`src/rtl/decode_cycle.sv`:
```
// Decode stage: RV32I-subset decoder, 32x32 register file with write-through
// bypass, immediate extension and the ID/EX pipeline register.
module decode_cycle #(
  parameter int unsigned DATA_WIDTH = 32,
  parameter int unsigned PC_WIDTH   = 9,
  parameter int unsigned REG_ADDR_W = 5
) (
  input  logic                  clk,
  input  logic                  rst,
  input  logic [31:0]           InstrD,
  input  logic [PC_WIDTH-1:0]   PCD,
  input  logic [PC_WIDTH-1:0]   PCPlus4D,
  input  logic                  RegWriteW,
  input  logic [REG_ADDR_W-1:0] RdW,
  input  logic [DATA_WIDTH-1:0] ResultW,
  input  logic                  FlushE,
  output logic [REG_ADDR_W-1:0] Rs1D,
  output logic [REG_ADDR_W-1:0] Rs2D,
  output logic [DATA_WIDTH-1:0] RD1E,
  output logic [DATA_WIDTH-1:0] RD2E,
  output logic [DATA_WIDTH-1:0] ImmExtE,
  output logic [REG_ADDR_W-1:0] Rs1E,
  output logic [REG_ADDR_W-1:0] Rs2E,
  output logic [REG_ADDR_W-1:0] RdE,
  output logic [PC_WIDTH-1:0]   PCE,
  output logic [PC_WIDTH-1:0]   PCPlus4E,
  output logic                  RegWriteE,
  output logic                  MemWriteE,
  output logic                  JumpE,
  output logic                  BranchE,
  output logic                  ALUSrcE,
  output logic [1:0]            ResultSrcE,
  output logic [2:0]            ALUControlE,
  output logic                  IllegalE
);

  localparam int unsigned NUM_REGS = 2 ** REG_ADDR_W;

  localparam logic [6:0] OP_R    = 7'b0110011;
  localparam logic [6:0] OP_I    = 7'b0010011;
  localparam logic [6:0] OP_LOAD = 7'b0000011;
  localparam logic [6:0] OP_STORE= 7'b0100011;
  localparam logic [6:0] OP_BR   = 7'b1100011;
  localparam logic [6:0] OP_JAL  = 7'b1101111;

  localparam logic [2:0] ALU_ADD = 3'b000;
  localparam logic [2:0] ALU_SUB = 3'b001;
  localparam logic [2:0] ALU_AND = 3'b010;
  localparam logic [2:0] ALU_OR  = 3'b011;
  localparam logic [2:0] ALU_SLT = 3'b101;

  localparam logic [1:0] RES_ALU = 2'b00;
  localparam logic [1:0] RES_MEM = 2'b01;
  localparam logic [1:0] RES_PC4 = 2'b10;

  typedef struct packed {
    logic [DATA_WIDTH-1:0] rd1;
    logic [DATA_WIDTH-1:0] rd2;
    logic [DATA_WIDTH-1:0] imm;
    logic [REG_ADDR_W-1:0] rs1;
    logic [REG_ADDR_W-1:0] rs2;
    logic [REG_ADDR_W-1:0] rd;
    logic [PC_WIDTH-1:0]   pc;
    logic [PC_WIDTH-1:0]   pcp4;
    logic                  reg_write;
    logic                  mem_write;
    logic                  jump;
    logic                  branch;
    logic                  alu_src;
    logic [1:0]            result_src;
    logic [2:0]            alu_control;
    logic                  illegal;
  } idex_t;

  logic [DATA_WIDTH-1:0] rf [NUM_REGS];
  logic [DATA_WIDTH-1:0] rd1, rd2;
  logic [DATA_WIDTH-1:0] imm_i, imm_s, imm_b, imm_j;
  logic [6:0]            opcode;
  logic [2:0]            funct3;
  logic [2:0]            alu_f3;
  logic                  f3_ok;
  logic                  wr_en;
  idex_t                 idex_d, idex_q;

  assign opcode = InstrD[6:0];
  assign funct3 = InstrD[14:12];
  assign Rs1D   = InstrD[15 +: REG_ADDR_W];
  assign Rs2D   = InstrD[20 +: REG_ADDR_W];
  assign wr_en  = RegWriteW && (RdW != '0);

  // Register file; x0 is never written
  always_ff @(posedge clk or posedge rst) begin
    if (rst) begin
      for (int unsigned i = 0; i < NUM_REGS; i++) rf[i] <= '0;
    end else if (wr_en) begin
      rf[RdW] <= ResultW;
    end
  end

  // Same-cycle writeback is forwarded so the reader never sees stale data
  assign rd1 = (Rs1D == '0) ? '0 : ((wr_en && RdW == Rs1D) ? ResultW : rf[Rs1D]);
  assign rd2 = (Rs2D == '0) ? '0 : ((wr_en && RdW == Rs2D) ? ResultW : rf[Rs2D]);

  assign imm_i = {{(DATA_WIDTH-12){InstrD[31]}}, InstrD[31:20]};
  assign imm_s = {{(DATA_WIDTH-12){InstrD[31]}}, InstrD[31:25], InstrD[11:7]};
  assign imm_b = {{(DATA_WIDTH-13){InstrD[31]}}, InstrD[31], InstrD[7],
                  InstrD[30:25], InstrD[11:8], 1'b0};
  assign imm_j = {{(DATA_WIDTH-21){InstrD[31]}}, InstrD[31], InstrD[19:12],
                  InstrD[20], InstrD[30:21], 1'b0};

  // funct3 -> ALU op for R/I types; funct7[5] selects sub only for R-type
  always_comb begin
    alu_f3 = ALU_ADD;
    f3_ok  = 1'b1;
    case (funct3)
      3'b000:  alu_f3 = (opcode == OP_R && InstrD[30]) ? ALU_SUB : ALU_ADD;
      3'b010:  alu_f3 = ALU_SLT;
      3'b110:  alu_f3 = ALU_OR;
      3'b111:  alu_f3 = ALU_AND;
      default: f3_ok  = 1'b0;
    endcase
  end

  always_comb begin
    idex_d      = '0;
    idex_d.rd1  = rd1;
    idex_d.rd2  = rd2;
    idex_d.rs1  = Rs1D;
    idex_d.rs2  = Rs2D;
    idex_d.rd   = InstrD[7 +: REG_ADDR_W];
    idex_d.pc   = PCD;
    idex_d.pcp4 = PCPlus4D;
    case (opcode)
      OP_R: begin
        idex_d.reg_write   = 1'b1;
        idex_d.alu_control = alu_f3;
        idex_d.illegal     = ~f3_ok;
      end
      OP_I: begin
        idex_d.reg_write   = 1'b1;
        idex_d.alu_src     = 1'b1;
        idex_d.imm         = imm_i;
        idex_d.alu_control = alu_f3;
        idex_d.illegal     = ~f3_ok;
      end
      OP_LOAD: begin
        idex_d.reg_write  = 1'b1;
        idex_d.alu_src    = 1'b1;
        idex_d.result_src = RES_MEM;
        idex_d.imm        = imm_i;
      end
      OP_STORE: begin
        idex_d.mem_write = 1'b1;
        idex_d.alu_src   = 1'b1;
        idex_d.imm       = imm_s;
      end
      OP_BR: begin
        idex_d.branch      = 1'b1;
        idex_d.alu_control = ALU_SUB;
        idex_d.imm         = imm_b;
      end
      OP_JAL: begin
        idex_d.reg_write  = 1'b1;
        idex_d.jump       = 1'b1;
        idex_d.result_src = RES_PC4;
        idex_d.imm        = imm_j;
      end
      default: idex_d.illegal = 1'b1;
    endcase
    if (idex_d.result_src == RES_ALU && idex_d.alu_control == ALU_AND && !f3_ok) begin
      idex_d.alu_control = ALU_ADD;
    end
  end

  // ID/EX register: loads every cycle, flush inserts an all-zero bubble
  always_ff @(posedge clk or posedge rst) begin
    if (rst) begin
      idex_q <= '0;
    end else if (FlushE) begin
      idex_q <= '0;
    end else begin
      idex_q <= idex_d;
    end
  end

  assign RD1E        = idex_q.rd1;
  assign RD2E        = idex_q.rd2;
  assign ImmExtE     = idex_q.imm;
  assign Rs1E        = idex_q.rs1;
  assign Rs2E        = idex_q.rs2;
  assign RdE         = idex_q.rd;
  assign PCE         = idex_q.pc;
  assign PCPlus4E    = idex_q.pcp4;
  assign RegWriteE   = idex_q.reg_write;
  assign MemWriteE   = idex_q.mem_write;
  assign JumpE       = idex_q.jump;
  assign BranchE     = idex_q.branch;
  assign ALUSrcE     = idex_q.alu_src;
  assign ResultSrcE  = idex_q.result_src;
  assign ALUControlE = idex_q.alu_control;
  assign IllegalE    = idex_q.illegal;

endmodule

```
`config.mk`:
```
export PLATFORM = sky130hd
export DESIGN_NAME = decode_cycle
export DESIGN_NICKNAME = d
export VERILOG_FILES = /design/src/rtl/decode_cycle.sv
export SDC_FILE = /design/constraint.sdc
export NUM_CORES = 2
export LEC_CHECK = 0
export ABC_CLOCK_PERIOD_IN_PS = 124600
export CORE_ASPECT_RATIO = 0.6
export CORE_MARGIN = 8
export CORE_UTILIZATION = 36
export CTS_CLUSTER_DIAMETER = 40
export CTS_CLUSTER_SIZE = 40
export DETAILED_ROUTE_END_ITERATION = 10
export PLACE_DENSITY = 0.52
export SYNTH_ARGS = -nofsm -noshare
export SYNTH_HDL_FRONTEND = slang
export SYNTH_SLANG_ARGS = --single-unit
```
`constraint.sdc`:
```
create_clock -name clk -period 124.6 [get_ports clk]
set_input_delay 24.92 -clock clk [delete_from_list [all_inputs] [get_ports clk]]
set_output_delay 24.92 -clock clk [all_outputs]
set_load 0.005 [all_outputs]
```
======== Word-level counts from Yosys, hierarchy flattened ========
Index checks and enable logic that the tools add are counted.
storage, ports and cells
  latch bits .............................. 0
  ROM bits ................................ 0
  input bits .............................. 91
  word-level logic and storage cells ...... 114
  RAM bits ................................ 0
  output and inout bits ................... 150
  flip-flop bits (word level) ............. 1164
  memories kept ........................... 0
operators by class
  shift-type cells ........................ 0
  add/sub/neg operators ................... 0
  eq/ne operators ......................... 12
  bitwise logic cells ..................... 4
  reduce and logical (&&, ||, !) cells .... 19
  mux-type cells .......................... 27
  $lt $le $gt $ge ......................... 4
  div/mod/pow operators ................... 0
  multiply operators ...................... 0
operators with widths
  operator            number
  $bwmux 1024         1
  $bmux 32 s5         2
  $mux 32             9
  $demux 32 s5        1
  $mux 140            1
  $pmux 32 s4         1
  $ge 6x6->1 const B  3
  $not 5->6           3
  $eq 7x6->1 const B  2
  $eq 7x7->1 const B  2
  $pmux 3 s4          1
  $reduce_or 4->1     3
  $eq 5x5->1          2
  $logic_not 5->1     2
  $eq 7x2->1 const B  1
  $eq 7x5->1 const B  1
  $logic_and 1x1->1   7
  $mux 1              7
  $eq 3x2->1 const B  2
  $eq 3x3->1 const B  2
  $lt 6x1->1 const B  1
  $pmux 3 s2          1
  $reduce_bool 5->1   1
  $pmux 2 s2          1
  other kinds (8)     9

======== Logic depth before layout (Yosys ltp) ========
  depth after elaboration ................. 10
  mapped depth ............................ 9
  gate-level depth less buffers ........... 5

======== Worst setup path after synthesis ========
Ideal clock, no wire load.
  kind .................................... input-to-output
  start point ............................. input port InstrD[15]
  end point ............................... output port Rs1D[0]
  data arrival time ....................... 25031 ps
  buffers on the path ..................... 1
  path slack .............................. 74649 ps
  data required time ...................... 99680 ps
  cell stages on the path ................. 1
  path through ............................ buf_4
RTL lines
  element          RTL line  RTL
  start, declared  10        input logic [31:0] InstrD,
  end, declared    17        output logic [REG_ADDR_W-1:0] Rs1D,
No word-level cell between the ends.

======== Worst setup path after layout ========
  start point ............................. input port InstrD[18]
  end point ............................... output port Rs1D[3]
No word-level cell between the ends.

==> impl_metrics.tcl <==
set metrics [dict create \
    critical_path.top_delay_family "buffers and inverters" \
    via_per_inst 5.99 \
    initial_core_util 0.361 \
    gp_congestion 0.784 \
    ys_seq_area_frac 0.491 \
    drt_pass1_iterations 5 \
    fin_total_pwr_uw 1130 \
    critPathRequiredTime_ns 99.68 \
    yosys_warnings 0 \
    core_um2 163000 \
    fin_crit_sh 0.411 \
    grt-ovfl-total 0 \
    die-area_um2 177000 \
    ys_types 60 \
    slew_violations 0 \
    ctsResizeCount 0 \
    synth.area.mux_share 0.386 \
    syn-num-nets 4131 \
    grt_max_degree 150 \
    swShare 0.273 \
    cts_tree "yes" \
    grt_first_pass_wirelength_mm 295 \
    place_inst 6081 \
    dr.first_iter.drc_count 3700 \
    cp-start-kind "input port" \
    synth_flop_cell "dfrtp_1" \
    clk_path_buf_depth 4 \
    seq_power_share 0.430 \
    ant_nets 0 \
    hold_violations 0 \
    path_cells "clkdlybuf4s50_1, clkdlybuf4s50_1" \
    synth_edf_count 0 \
    placed_area_um2 62800 \
    drv_cap 0 \
    yosys_register_bits 1152 \
    fp.dieH_um 329 \
    synthCells 4040 \
    cts.sinks 1152 \
    grt_use_total 0.229 \
    async_flop_share 1.00 \
    cpPeakStageDelay_ns 0.76 \
    p_switching_uw 309 \
    drc_errors 0 \
    setup-tns-final_ns 0 \
    num-nets-final 4158 \
    fin_worst_skew_ns 0.0466 \
    tightestPinTransition_ns 1.27 \
    die_x_um 538 \
    synthAdderAreaFrac 0 \
    yosys.area_share.simple 0.0341 \
    timing.slew.headroom 0.151 \
    hp-class "flop to flop" \
    pwr-share-comb 0.177 \
    clk_pin_slew_ns 0.06 \
    cp_common_cell "clkdlybuf4s50_1" \
    syn_area_um2 58800 \
    synth_xor_area_frac 0.00149 \
    cts_made_buffers 148 \
    areaGrowthSynthToFinish_pct 15.4 \
    p_leak_uw 0.0292 \
    dp_slack_ns 73.37 \
    clock_latency_ns 0.81 \
    holdBufCountCts 0 \
    irDropWorstVdd_mv 0.0107 \
    critPathSlowestCell "clkdlybuf4s50_1" \
    rsz0062_at_grt "false" \
    dp_hpwl_mm 116 \
    totalWireLength_mm 204 \
    outcome "complete, no violations" \
    synth_top_area_cell "dfrtp_1" \
    fin_crit_ns 51.21 \
    powerDensity_nw_per_um2 16.7 \
    arrival_ns 26.29 \
    synthTopCellsByArea "dfrtp_1, mux4_2, mux2_2" \
    clockPowerShare 0.393 \
    final_cells 6344 \
    synth_top_family_by_area "multiplexers" \
    timing.final.ws_setup_ns 73.39 \
    intPower_uw 823 \
    cp-end-kind "output port" \
    vias 38000 \
    worst-setup-path-type "input port to output port" \
    crit_fanout 11 \
    portBuffers 240 \
    cts_root_buffer "clkbuf_16" \
    wl_per_cell_um 32.1 \
    crit_buf_inv 2 \
    rows 115 \
    postCtsSetupBuffers 0 \
    grt_pass1_vias 38600 \
    synth_top_area_frac 0.491 \
    synth-compound-area-share 0.0502 \
    clock.fmax_mhz 19.5 \
    ioPinCount 241 \
    antenna_found_initial 19 \
    design_area_um2 67800 \
    setup_violations 0 \
    synth_area_per_cell_um2 14.5 \
    cts_max_level 4 \
    drive_above_1_share 0.436 \
]
cell type report:
cell class	instances	area, um2
Tap cell	2164	2710
Multi-Input combinational cell	2408	28000
Clock buffer	179	4020
Antenna cell	9	22.5
Fill cell	14900	95200
Sequential cell	1152	28800
Inverter	11	48.8
Clock inverter	75	960
Timing Repair Buffer	346	3260
routing by layer:
layer,wire [um],vias up,share of wire,GRT usage
li1,-,15500,-,-
met1,94100,20700,0.46,0.341
met2,86700,1489,0.42,0.324
met3,18400,315,0.090,0.0709
met4,4710,6,0.023,0.0537
met5,41,-,0.00020,0
power groups by stage:
stage | Combinational [uW] | Sequential, uW | Clock (uW)
global placement | 198 | 489 | 0
global route | 216 | 495 | 469
CTS | 202 | 485 | 454
finish | 201 | 487 | 444
detailed placement | 201 | 491 | 0
floorplan | 154 | 477 | 0
worst paths after layout:
kind / depth (start not counted) / from / slack [ns] / to
worst max-delay path: 2 / InstrD[18] / 73.39 / Rs1D[3]
worst min-delay path: 0 / rf[1009] / 0.40 / rf[1009]
worst max register to register: 5 / rf[569] / 122.24 / RD2E[25]
worst min register to register: 0 / rf[1009] / 0.40 / rf[1009]
max in group asynchronous: 6 / rst / 96.38 / RD2E[25]
min in group asynchronous: 2 / rst / 24.72 / RD2E[3]
state kept, by name (all words and copies together) (netlist names), 9 cells and up:
name      count
ImmExtE      21
PCE           9
PCPlus4E      9
RD1E         32
RD2E         32
rf         1024
synth_stat cells (3+ instances only):
library cell  number
o21ai_1            3
a22oi_1           72
a22o_1            25
nand2b_1          10
buf_4             40
buf_1             54
and3_1             6
or4_1              4
a221oi_1          25
o211ai_1          37
and3b_1            3
mux2i_1          123
or2_2              4
buf_12             4
a21oi_1           53
nor4_1             3
mux4_2           492
nand3b_1           6
nor2_1            32
buf_2            115
buf_6              9
xor2_1             7
nor2b_1           38
o21ai_0          123
o22a_1             7
a211o_1            3
nor3_1            10
mux2_2           920
nand2_1          239
nand3_1           22
dfrtp_1         1152
nand4_1           11
or3_1              4
o22ai_1           38
xnor2_1            3
o211a_1           15
and2_1            14
clkbuf_1         247
a211oi_1          13
nor3b_1            7
o2111ai_1         13
a32oi_1            3
inv_1             11
cell usage in the layout (no fill, tap or decap), types with 7 or more instances in the layout:
master	n
nor2_4	14
nand2b_1	8
a221oi_1	25
nand4_1	11
a211oi_1	13
nand2_1	224
o2111ai_1	13
and2_1	13
inv_1	10
clkinv_2	13
bufinv_16	15
inv_6	20
nor2_1	17
clkbuf_1	13
clkbuf_8	16
mux4_2	492
nor3_1	9
a22o_1	25
clkinvlp_4	8
o211a_1	15
nand2_4	11
clkinv_4	10
o211ai_1	37
xor2_1	7
diode_2	9
mux2i_1	123
o22ai_1	38
nor2b_1	38
nand3_1	22
mux2_2	920
clkdlybuf4s50_1	230
buf_4	102
a22oi_1	72
dfrtp_1	1152
o22a_1	7
a21oi_1	51
clkbuf_16	150
o21ai_0	123
per-stage QoR:
stage	hold WS (ns)	util
after floorplan	0.441	-
after global placement	0.377	0.385
after detailed placement	0.383	0.385
after CTS	0.398	0.416
after global routing	0.409	0.416
final	0.396	0.416
kinds of logic (layout without fill, tap and decap cells):
family | Yosys count | in the layout
AOI/OAI and AO/OA | 440 | 440
xor gates and xnor gates | 10 | 10
buffers and inverters | 480 | 611
DFF | 1152 | 1152
muxes | 1535 | 1535
other | 0 | 9
and+or+nand+nor | 423 | 423
Note: power is estimated with default switching activity, not from simulation.
